--- src/rtl/bcd_pkg.sv ---
// ============================================================================
// bcd_pkg : shared FSM states, iteration/digit counts and a BCD digit check
// Rev 1.0
// ============================================================================
`default_nettype none

package bcd_pkg;

    typedef enum logic [1:0] {
        IDLE = 2'd0,
        CONV = 2'd1,
        FIN  = 2'd2
    } state_t;

    localparam int ITER       = 10;
    localparam int BCD_DIGITS = 3;

    function automatic logic digit_invalid(input logic [3:0] d);
        return (d > 4'd9);
    endfunction

endpackage

`default_nettype wire

--- src/rtl/bcd_digit_corr.sv ---
// ============================================================================
// bcd_digit_corr : reverse double-dabble digit correction (d >= 8 -> d - 3)
// Rev 1.0
// ============================================================================
`default_nettype none

module bcd_digit_corr (
    input  logic [3:0] i_digit,
    output logic [3:0] o_digit
);

    assign o_digit = (i_digit >= 4'd8) ? (i_digit - 4'd3) : i_digit;

endmodule

`default_nettype wire

--- src/rtl/bcd_to_bin.sv ---
// ============================================================================
// bcd_to_bin : signed 3-digit BCD to W-bit two's-complement, one bit per cycle
// Option macro BCD_TO_BIN_SAT_EN saturates the result on overflow.  Rev 1.0
// ============================================================================
`default_nettype none

module bcd_to_bin #(
    parameter int W = 8
) (
    input  logic         clk,
    input  logic         rst,
    input  logic         start,
    input  logic         sign,
    input  logic [3:0]   hundreds,
    input  logic [3:0]   tens,
    input  logic [3:0]   ones,
    output logic         busy,
    output logic [W-1:0] binary,
    output logic         data_ready,
    output logic         overflow,
    output logic         invalid
);

    import bcd_pkg::*;

    localparam int ACC_W = 10;
    localparam int SR_W  = BCD_DIGITS * 4 + ACC_W;

    localparam logic [10:0] c_max_pos = 11'((1 << (W - 1)) - 1);
    localparam logic [10:0] c_max_neg = 11'(1 << (W - 1));

    state_t            r_state;
    state_t            w_next;
    logic [3:0]        r_cnt;
    logic [SR_W-1:0]   r_sr;
    logic              r_sign;
    logic              r_bad;
    logic              r_busy;
    logic              r_ready;
    logic [W-1:0]      r_binary;
    logic              r_ovf;
    logic              r_inv;

    logic [SR_W-1:0]   w_shift;
    logic [BCD_DIGITS*4-1:0] w_corr;
    logic [SR_W-1:0]   w_step;
    logic [10:0]       w_mag;
    logic [W-1:0]      w_mag_w;
    logic [W-1:0]      w_twos;
    logic              w_ovf;
    logic [W-1:0]      w_result;

    // Step: shift the whole digit/accumulator register right, then fix digits
    assign w_shift = r_sr >> 1;

    for (genvar g = 0; g < BCD_DIGITS; g++) begin : g_corr
        bcd_digit_corr u_corr (
            .i_digit (w_shift[ACC_W + 4*g +: 4]),
            .o_digit (w_corr[4*g +: 4])
        );
    end

    assign w_step  = {w_corr, w_shift[ACC_W-1:0]};

    assign w_mag   = {1'b0, r_sr[ACC_W-1:0]};
    assign w_mag_w = W'(r_sr[ACC_W-1:0]);
    assign w_twos  = r_sign ? (-w_mag_w) : w_mag_w;

    always_comb begin
        w_ovf    = 1'b0;
        w_result = w_twos;
        if (r_bad) begin
            w_result = '0;
        end else begin
            w_ovf = r_sign ? (w_mag > c_max_neg) : (w_mag > c_max_pos);
`ifdef BCD_TO_BIN_SAT_EN
            if (w_ovf) begin
                w_result = r_sign ? {1'b1, {(W-1){1'b0}}} : {1'b0, {(W-1){1'b1}}};
            end
`endif
        end
    end

    always_ff @(posedge clk or posedge rst) begin
        if (rst) begin
            r_state <= IDLE;
        end else begin
            r_state <= w_next;
        end
    end

    always_comb begin
        w_next = r_state;
        case (r_state)
            IDLE:    if (start) w_next = CONV;
            CONV:    if (r_cnt == 4'(ITER - 1)) w_next = FIN;
            FIN:     w_next = IDLE;
            default: w_next = IDLE;
        endcase
    end

    always_ff @(posedge clk or posedge rst) begin
        if (rst) begin
            r_cnt    <= '0;
            r_sr     <= '0;
            r_sign   <= 1'b0;
            r_bad    <= 1'b0;
            r_busy   <= 1'b0;
            r_ready  <= 1'b0;
            r_binary <= '0;
            r_ovf    <= 1'b0;
            r_inv    <= 1'b0;
        end else begin
            r_ready <= 1'b0;
            case (r_state)
                IDLE: begin
                    if (start) begin
                        r_sr   <= {hundreds, tens, ones, {ACC_W{1'b0}}};
                        r_sign <= sign;
                        r_bad  <= digit_invalid(hundreds) | digit_invalid(tens)
                                | digit_invalid(ones);
                        r_cnt  <= '0;
                        r_busy <= 1'b1;
                    end
                end
                CONV: begin
                    r_sr  <= w_step;
                    r_cnt <= r_cnt + 4'd1;
                end
                FIN: begin
                    r_binary <= w_result;
                    r_ovf    <= w_ovf;
                    r_inv    <= r_bad;
                    r_ready  <= 1'b1;
                    r_busy   <= 1'b0;
                end
                default: ;
            endcase
        end
    end

    assign busy       = r_busy;
    assign binary     = r_binary;
    assign data_ready = r_ready;
    assign overflow   = r_ovf;
    assign invalid    = r_inv;

endmodule

`default_nettype wire

--- config.mk ---
export PLATFORM = sky130hd
export DESIGN_NAME = bcd_to_bin
export DESIGN_NICKNAME = d
export VERILOG_FILES = /design/src/rtl/bcd_pkg.sv /design/src/rtl/bcd_digit_corr.sv /design/src/rtl/bcd_to_bin.sv
export SDC_FILE = /design/constraint.sdc
export NUM_CORES = 1
export LEC_CHECK = 0
export CAP_MARGIN = 25
export CORE_ASPECT_RATIO = 1.1
export CORE_UTILIZATION = 49
export DETAILED_ROUTE_END_ITERATION = 12
export PLACE_DENSITY = 0.77
export SYNTH_ARGS = -nofsm -noshare
export SYNTH_HDL_FRONTEND = slang
export SYNTH_SLANG_ARGS = --single-unit
--- constraint.sdc ---
create_clock -name clk -period 1.55 [get_ports clk]
set_input_delay 0.155 -clock clk [delete_from_list [all_inputs] [get_ports clk]]
set_output_delay 0.155 -clock clk [all_outputs]
set_load 0.005 [all_outputs]
## Yosys cells after proc, flatten, opt, wreduce, memory -nomap -nowiden

Cells that the tools add are included.

- $add $sub $neg: 5
- Equal/unequal tests: 5
- Magnitude comparators: 8
- Reductions and logical operators: 7
- Mux-type cells: 17
- Bitwise gates (word level): 2

Operators by type and width:

| operator | number |
|---|---|
| $pmux 22 s2 | 1 |
| $mux 22 | 1 |
| $mux 4 | 4 |
| $mux 8 | 2 |
| $gt 4x4->1 const B | 3 |
| $gt 10x7->1 const B | 1 |
| $gt 10x8->1 const B | 1 |
| $ge 4x4->1 const B | 2 |
| $neg 8->8 | 1 |
| $pmux 4 s2 | 1 |
| $reduce_and 2->1 | 4 |
| $sub 4x2->4 const B | 2 |
| $add 4x1->4 const B | 1 |
| $eq 4x4->1 const B | 1 |
| $ge 3x4->1 const B | 1 |
| $mux 1 | 4 |
| $mux 2 | 2 |
| $ne 2x2->1 const B | 2 |
| $pmux 2 s2 | 1 |
| $reduce_bool 2->1 | 2 |
| $sub 3x2->4 const B | 1 |
| $eq 2x1->1 const B | 1 |
| $eq 2x2->1 const B | 1 |
| $logic_not 2->1 | 1 |
| other kinds (2) | 3 |

- Bits in registers: 42
- Bits of input ports: 16
- Output and inout port bits: 12

## Longest topological paths before layout

Gate-level depths: netlist (run 1).

- Depth in word-level cells: 3
- Depth in mapped cells: 6
- Depth with buffers taken out: 5

## By module

Synthesis (run 1) repeated with hierarchy kept, for this count alone.

- Cells, all modules: 246
- Area total of the unflattened synthesis: 2,423.6 µm²

By module, submodules not included:

| module | area an instance (µm²) | instances | cells each |
|---|---|---|---|
| bcd_to_bin | 2,194.6 | 1 | 213 |
| bcd_digit_corr | 76.3 | 3 | 11 |

## Worst setup path before layout (run 1)

No wires, ideal clock.

- Path type: reg2reg
- Start point: register r_sr[0]
- End point: register r_binary[4], in the netlist binary[4]
- Data required time: 1.481 ns
- Buffers on the path: 1
- Arrival time: 1.612 ns
- Setup slack: -0.131 ns
- Stages on the path, launching flop included: 7
- Clock period less this slack: 1.681 ns
- Library setup time: 0.069 ns
- Path through: dfrtp_1 > clkbuf_1 > inv_1 > ha_1 > or3b_2 > a2111o_1 > nand3_1

- Cells in the longest elaborated chain, start to end: 3

Ends and longest elaborated chain:

| item | line | text |
|---|---|---|
| start, declared | bcd_to_bin.sv:35 | `logic [SR_W-1:0] r_sr;` |
| start signal, assigned | bcd_to_bin.sv:118 | `r_sr <= {hundreds, tens, ones, {ACC_W{1'b0}}};` |
| start signal, assigned | bcd_to_bin.sv:127 | `r_sr <= w_step;` |
| $neg 8->8 | bcd_to_bin.sv:67 | `assign w_twos = r_sign ? (-w_mag_w) : w_mag_w;` |
| $mux 8 | bcd_to_bin.sv:67 |  |
| $mux 8 | bcd_to_bin.sv:72 | `if (r_bad) begin` |
| end signal, assigned | bcd_to_bin.sv:131 | `r_binary <= w_result;` |
| end, declared | bcd_to_bin.sv:40 | `logic [W-1:0] r_binary;` |

Every way passes these cells.
A chain may end at the register's enable or synchronous reset.

## Worst setup path in the final report (run 1)

- Start point: register r_sr[1]
- End point: register r_binary[4], in the netlist binary[4]

The elaborated chain is that of the path after synthesis.

==> flow_summary.yaml, run 1 <==
final_layout:
  final_nets: 292
  layout-drive-gt1-share_pct: 17.8
  mostFrequentLayoutCells: "dfrtp_1, clkdlybuf4s50_1, nand2_1"
  num_antenna_cells: 0
  mostFrequentLayoutCell: "dfrtp_1"
  final_area_sq_mm: 0.00286
  syn_to_final_growth_pct: 29.9
  final_cells: 324
placement:
  post_dp_cell_area_sq_mm: 0.00267
  globalplace.congestion: 0.867
  dp.cells: 311
  hpwl_um: 3650
  io_buffer_count: 27
synthesis:
  synth_warnings: 0
  ys_ff_latch: 42
  synth_fp_nets: 245
  avgSynthCellArea_sq_um: 9.90
  ys_seq_area_share_pct: 47.8
  yosysUniqueCellTypes: 49
  synth_edf_count: 0
  syn-cell-area_sq_mm: 0.00220
  synthFlopType: "dfrtp_1"
  async_flop_share_pct: 100
  syn_inst: 222
detailed_routing:
  dr_total_vias: 1814
  ant_nets: 0
  drcViolationCount: 0
  dr.pass1.iters: 4
  vias_per_cell: 5.60
  drtIter0Drc: 183
  wire_per_inst_um: 15.8
  wirelength_um: 5130
global_route:
  antenna_found_initial: 0
  grt_first_pass_wirelength_um: 8730
  grt_use_total_pct: 24.4
  grt_max_degree: 43
  grt_pass1_vias: 1835
  grt-ovfl-total: 0
floorplan:
  io_pins: 28
  start_util_pct: 50.9
  die_height_um: 72.3
  rows: 25
  die_x_um: 65.9
  dieArea_sq_mm: 0.00476
  core_area_sq_mm: 0.00432
timing:
  hold_violations: 0
  finalSetupTns_ps: 0
  finalMaxSlewViolations: 0
  fin_crit_sh_pct: 96.4
  fin_crit_ps: 1490
  holdWs_ps: 217
  setup_viol: 0
  tightest_slew_ps: 448
  maxSlewHeadroom_pct: 69.9
  skew_ps: 8.86
  fmax_ghz: 0.669
clock_tree:
  numCtsBuffers: 5
  cts.htree.levels: 2
  insertion_delay_ps: 300
  clk_pin_slew_worst_paths_ps: 90
  hold_buffers: 0
  root_buffer: "clkbuf_8"
  cts.path.max_buffers: 2
  tritoncts: "built"
  numClockSinks: 42
critical_path:
  r2r_slack_ps: 60
  start_kind: "register"
  cp_slowest_cell: "dfrtp_1"
  r2r-end: "binary[4]"
  worstPathRequired_ps: 1790
  endpoint_kind: "register"
  crit_type: "reg -> reg"
  cpPeakStageDelay_ps: 400
  r2r_cells: 5
  r2r-start: "r_sr[1]"
  crit_arrival_ps: 1740
  cp_max_fo: 3
  path_cells: "inv_2 > ha_4 > or3b_4 > a2111o_1 > nand3_1"
hold_path:
  hp-class: "in -> async"
power_and_ir_drop:
  peakVddDrop_v: 0.00102
  p_leak_nw: 1.25
  p_total_mw: 5.42
  power_density_mw_per_mm2: 1900
status:
  status: "complete, no violations"
flow_run:
  drv_cap: 0
[report_power, final]
group / leakage, nW / internal (mW) / total, mW / switching [mW]
combinational: 0.655 / 1.36 / 2.60 / 1.25
clock: 0.0579 / 0.475 / 0.875 / 0.401
sequential: 0.539 / 1.52 / 1.95 / 0.423
total: 1.25 / 3.35 / 5.42 / 2.07
[synthesized netlist by cell type (2+ instances only)]
cell type | number | share of area (%)
or4_1 | 2 | 0.68
a221o_1 | 2 | 0.91
nor3b_1 | 2 | 0.68
a22oi_1 | 2 | 0.68
nand2_1 | 25 | 4.3
o211ai_1 | 2 | 0.68
a22o_1 | 4 | 1.6
a21oi_1 | 8 | 1.8
dfrtp_1 | 42 | 48
o22ai_1 | 6 | 1.7
mux2i_1 | 9 | 4.1
a2bb2oi_1 | 2 | 0.80
nand2b_1 | 5 | 1.4
nor2b_1 | 6 | 1.7
o31ai_1 | 4 | 1.4
ha_1 | 7 | 4.0
buf_2 | 4 | 0.91
o311ai_0 | 2 | 0.80
o21ai_0 | 15 | 3.4
nand4_1 | 4 | 1.1
xnor2_1 | 5 | 2.0
inv_1 | 17 | 2.9
nor2_1 | 9 | 1.5
nand3_1 | 8 | 1.8
clkbuf_1 | 5 | 0.85
o22a_1 | 2 | 0.80
[area by class of cell]
type                       instances  area [sq um]
tap                               54          67.6
timing repair buffer              53           520
inverter                          17          63.8
fill                             349          1460
clock buffer                       5          68.8
sequential                        42          1050
multi-input combinational        150          1040
clock inverter                     3          40.0
[critical path: cells and delay by family (launching register included)]
| family | cells | cell delay, ps |
|---|---|---|
| simple gates | 2 | 450 |
| flops | 1 | 400 |
| compound gates | 1 | 370 |
| fa+ha+maj | 1 | 130 |
| buf+inv | 1 | 80 |
[cell families after synthesis]
group	count (synthesis)	share of synthesized area [%]
buffers and inverters	30	6.03
adder cells (fa/ha/maj)	7	3.98
multiplexers	10	4.61
XOR/XNOR	6	2.39
AO/OA/AOI/OAI	55	17.0
flip-flops	42	47.8
AND/OR/NAND/NOR	72	18.2
[per-layer routing]
| layer | track usage, % | wire [um] | up-vias |
|---|---|---|---|
| li1 | - | - | 884 |
| met1 | 30.2 | 2250 | 873 |
| met2 | 41.7 | 2630 | 47 |
| met3 | 4.72 | 156 | 10 |
| met4 | 9.42 | 85 | 0 |
| met5 | 0 | 0 | - |
[what timing repair did]
action | CTS | global route
pin swaps | 2 | 5
buffers inserted | 0 | 4
resized for setup | 2 | 7
setup endpoints to repair | 2 | 9
gates cloned | 0 | 1
[how the worst max path moves through the flow]
stage | start | end | slack (ps) | cells after the start
floorplan | r_sr[0] | binary[4] | -30 | 6
global placement | r_sr[2] | binary[6] | 40 | 3
detailed placement | start | r_sr[19] | -10 | 5
CTS | r_sr[1] | binary[6] | 2 | 5
global route | r_sr[1] | binary[7] | -3 | 4
finish | r_sr[1] | binary[4] | 60 | 5
[registers in the layout, indices dropped and copies added, names as in the netlist]
name,cells
r_state,2
invalid,1
r_cnt,4
r_sr,22
r_sign,1
binary,8
busy,1
r_bad,1
data_ready,1
overflow,1
[stage by stage]
stage / setup WS (ps) / util (%)
2_1_floorplan: -29.0 / -
3_3_place_gp: 39.0 / 61.8
3_5_place_dp: -14.4 / 61.8
4_1_cts: 2.05 / 64.4
5_1_grt: -3.26 / 66.2
6_report: 55.2 / 66.2
Power figures use the tool's default switching activity.
==> run 2: changes to the inputs <==
- CAP_MARGIN: 25 -> 20
==> results of run 2 <==
Same layout as run 1: the final DEF is identical, and so are final timing and power.
==> run 3: changes to the inputs <==
- CAP_MARGIN: 20 -> unset
- CORE_ASPECT_RATIO: 1.1 -> 1.5
- CORE_MARGIN: unset -> 1
==> flow_summary.yaml, run 3 (same netlist as run 1, synthesis figures left out) <==
placement:
  io_buffer_count: 27
  hpwl_um: 3470
  globalplace.congestion: 0.880
critical_path:
  worstPathRequired_ps: 1780
  cp-endpoint: "binary[6]"
  crit_arrival_ps: 1750
  r2r-end: "binary[6]"
  startpoint: "r_sr[0]"
  r2r_slack_ps: 30
  crit_type: "reg -> reg"
  endpoint_kind: "register"
  start_kind: "register"
  r2r-start: "r_sr[0]"
  r2r_cells: 5
  cp_max_fo: 3
power_and_ir_drop:
  p_leak_nw: 1.20
  peakVddDrop_v: 0.00102
  p_sw_share_pct: 38.9
  pwr-share-clk_pct: 14.2
  switchingPower_mw: 1.96
  power_density_mw_per_mm2: 1840
  combPwrFrac_pct: 47.4
  p_int_mw: 3.09
  p_seq_share_pct: 38.3
  p_total_mw: 5.06
clock_tree:
  cts_setup_buffers: 0
  numCtsBuffers: 5
  insertion_delay_ps: 300
  cts.htree.levels: 2
  tritoncts: "built"
  hold_buffers: 0
  cts.path.max_buffers: 2
  clk_pin_slew_worst_paths_ps: 90
  numClockSinks: 42
  root_buffer: "clkbuf_8"
detailed_routing:
  wirelength_um: 4640
  dr_total_vias: 1781
  wire_per_inst_um: 15.0
  dr.pass1.iters: 8
  drcViolationCount: 4
  ant_nets: 0
  drtIter0Drc: 54
  vias_per_cell: 5.75
floorplan:
  rows: 29
  die_x_um: 56.7
  dieArea_sq_mm: 0.00476
  core_area_sq_mm: 0.00428
  start_util_pct: 51.3
  io_pins: 28
  die_height_um: 84.0
final_layout:
  mostFrequentLayoutCells: "dfrtp_1, clkdlybuf4s50_1, nand2_1"
  final_nets: 286
  mostFrequentLayoutCell: "dfrtp_1"
  regMostFlops: "r_sr"
  layout-drive-gt1-share_pct: 14.0
  num_antenna_cells: 0
  largest_reg_flops: 22
  syn_to_final_growth_pct: 25.2
  postLayoutCoreUtil_pct: 64.3
timing:
  maxSlewHeadroom_pct: 69.2
  tightest_slew_ps: 455
  finalMaxSlewViolations: 0
  setup_viol: 0
  fin_crit_ps: 1520
  rsz0062_at_grt: "false"
  fmax_ghz: 0.657
  finalSetupTns_ps: 0
  hold_violations: 0
  fin_crit_sh_pct: 98.2
  skew_ps: 9.23
status:
  failed_checks: "design-rule violations"
  status: "finished, violations left"
hold_path:
  hp-class: "in -> async"
global_route:
  grt-ovfl-total: 0
  grt_first_pass_wirelength_um: 7900
  grt_util_met2_pct: 41.1
  grt_use_total_pct: 21.7
  grt_pass1_vias: 1717
  antenna_found_initial: 0
  busiest_layer: "met2"
  grt_max_degree: 43
  met1_usage_pct: 22.9
  use_met3_pct: 3.26
flow_run:
  drv_cap: 0
run 3: repair_timing:
| action | in CTS | in global routing |
|---|---|---|
| hold endpoints to repair | 0 | 0 |
| resized for setup | 0 | 3 |
| endpoints found under the setup margin | 0 | 2 |
run 3: worst max-delay path, stage by stage, from the launching register on:
cell	delay [ps]
dfrtp_1	380
inv_1	90
ha_4	140
or2b_4	270
or4_1	470
nand3_1	100
run 3: per-stage QoR:
step / worst slack (ps) / hold WS (ps) / instance area, sq um / instances
2_1_floorplan: -29.0 / 272 / 2210 / 222
3_3_place_gp: 60.6 / 462 / 2650 / 302
3_5_place_dp: 1.77 / 469 / 2650 / 302
4_1_cts: 4.68 / 227 / 2740 / 310
5_1_grt: 2.56 / 257 / 2750 / 310
6_report: 28.1 / 217 / 2750 / 310
run 3: final cells by class:
| class | count | area, sq um |
|---|---|---|
| well taps | 46 | 57.6 |
| fillers | 354 | 1530 |
| inverters | 17 | 63.8 |
| repair buffers | 47 | 458 |
| clock inverters | 3 | 21.3 |
| clock buffers | 5 | 68.8 |
| multi-input cells | 150 | 1030 |
| flip-flops and latches | 42 | 1050 |
run 3: how the worst min path moves through the flow:
stage / start / to / slack (ps) / cells after the start
6_report: rst / invalid / 220 / 3
3_3_place_gp: binary[3] / binary[3] / 460 / 2
5_1_grt: rst / invalid / 260 / 3
4_1_cts: rst / data_ready / 230 / 3
2_1_floorplan: sign / r_sign / 270 / 2
3_5_place_dp: binary[3] / binary[3] / 470 / 2
run 3: power groups by stage:
stage	Combinational, mW	Sequential, mW	Clock [mW]
3_3_place_gp	2.30	1.94	0
3_5_place_dp	2.38	1.95	0
6_report	2.40	1.94	0.719
2_1_floorplan	1.65	1.84	0
4_1_cts	2.39	1.93	0.741
5_1_grt	2.68	2.00	0.774
run 3: metal layers:
metal	wire length, um	up-vias
met4	123	0
met5	0	-
met2	2520	38
met3	99	12
met1	1900	862
li1	-	869
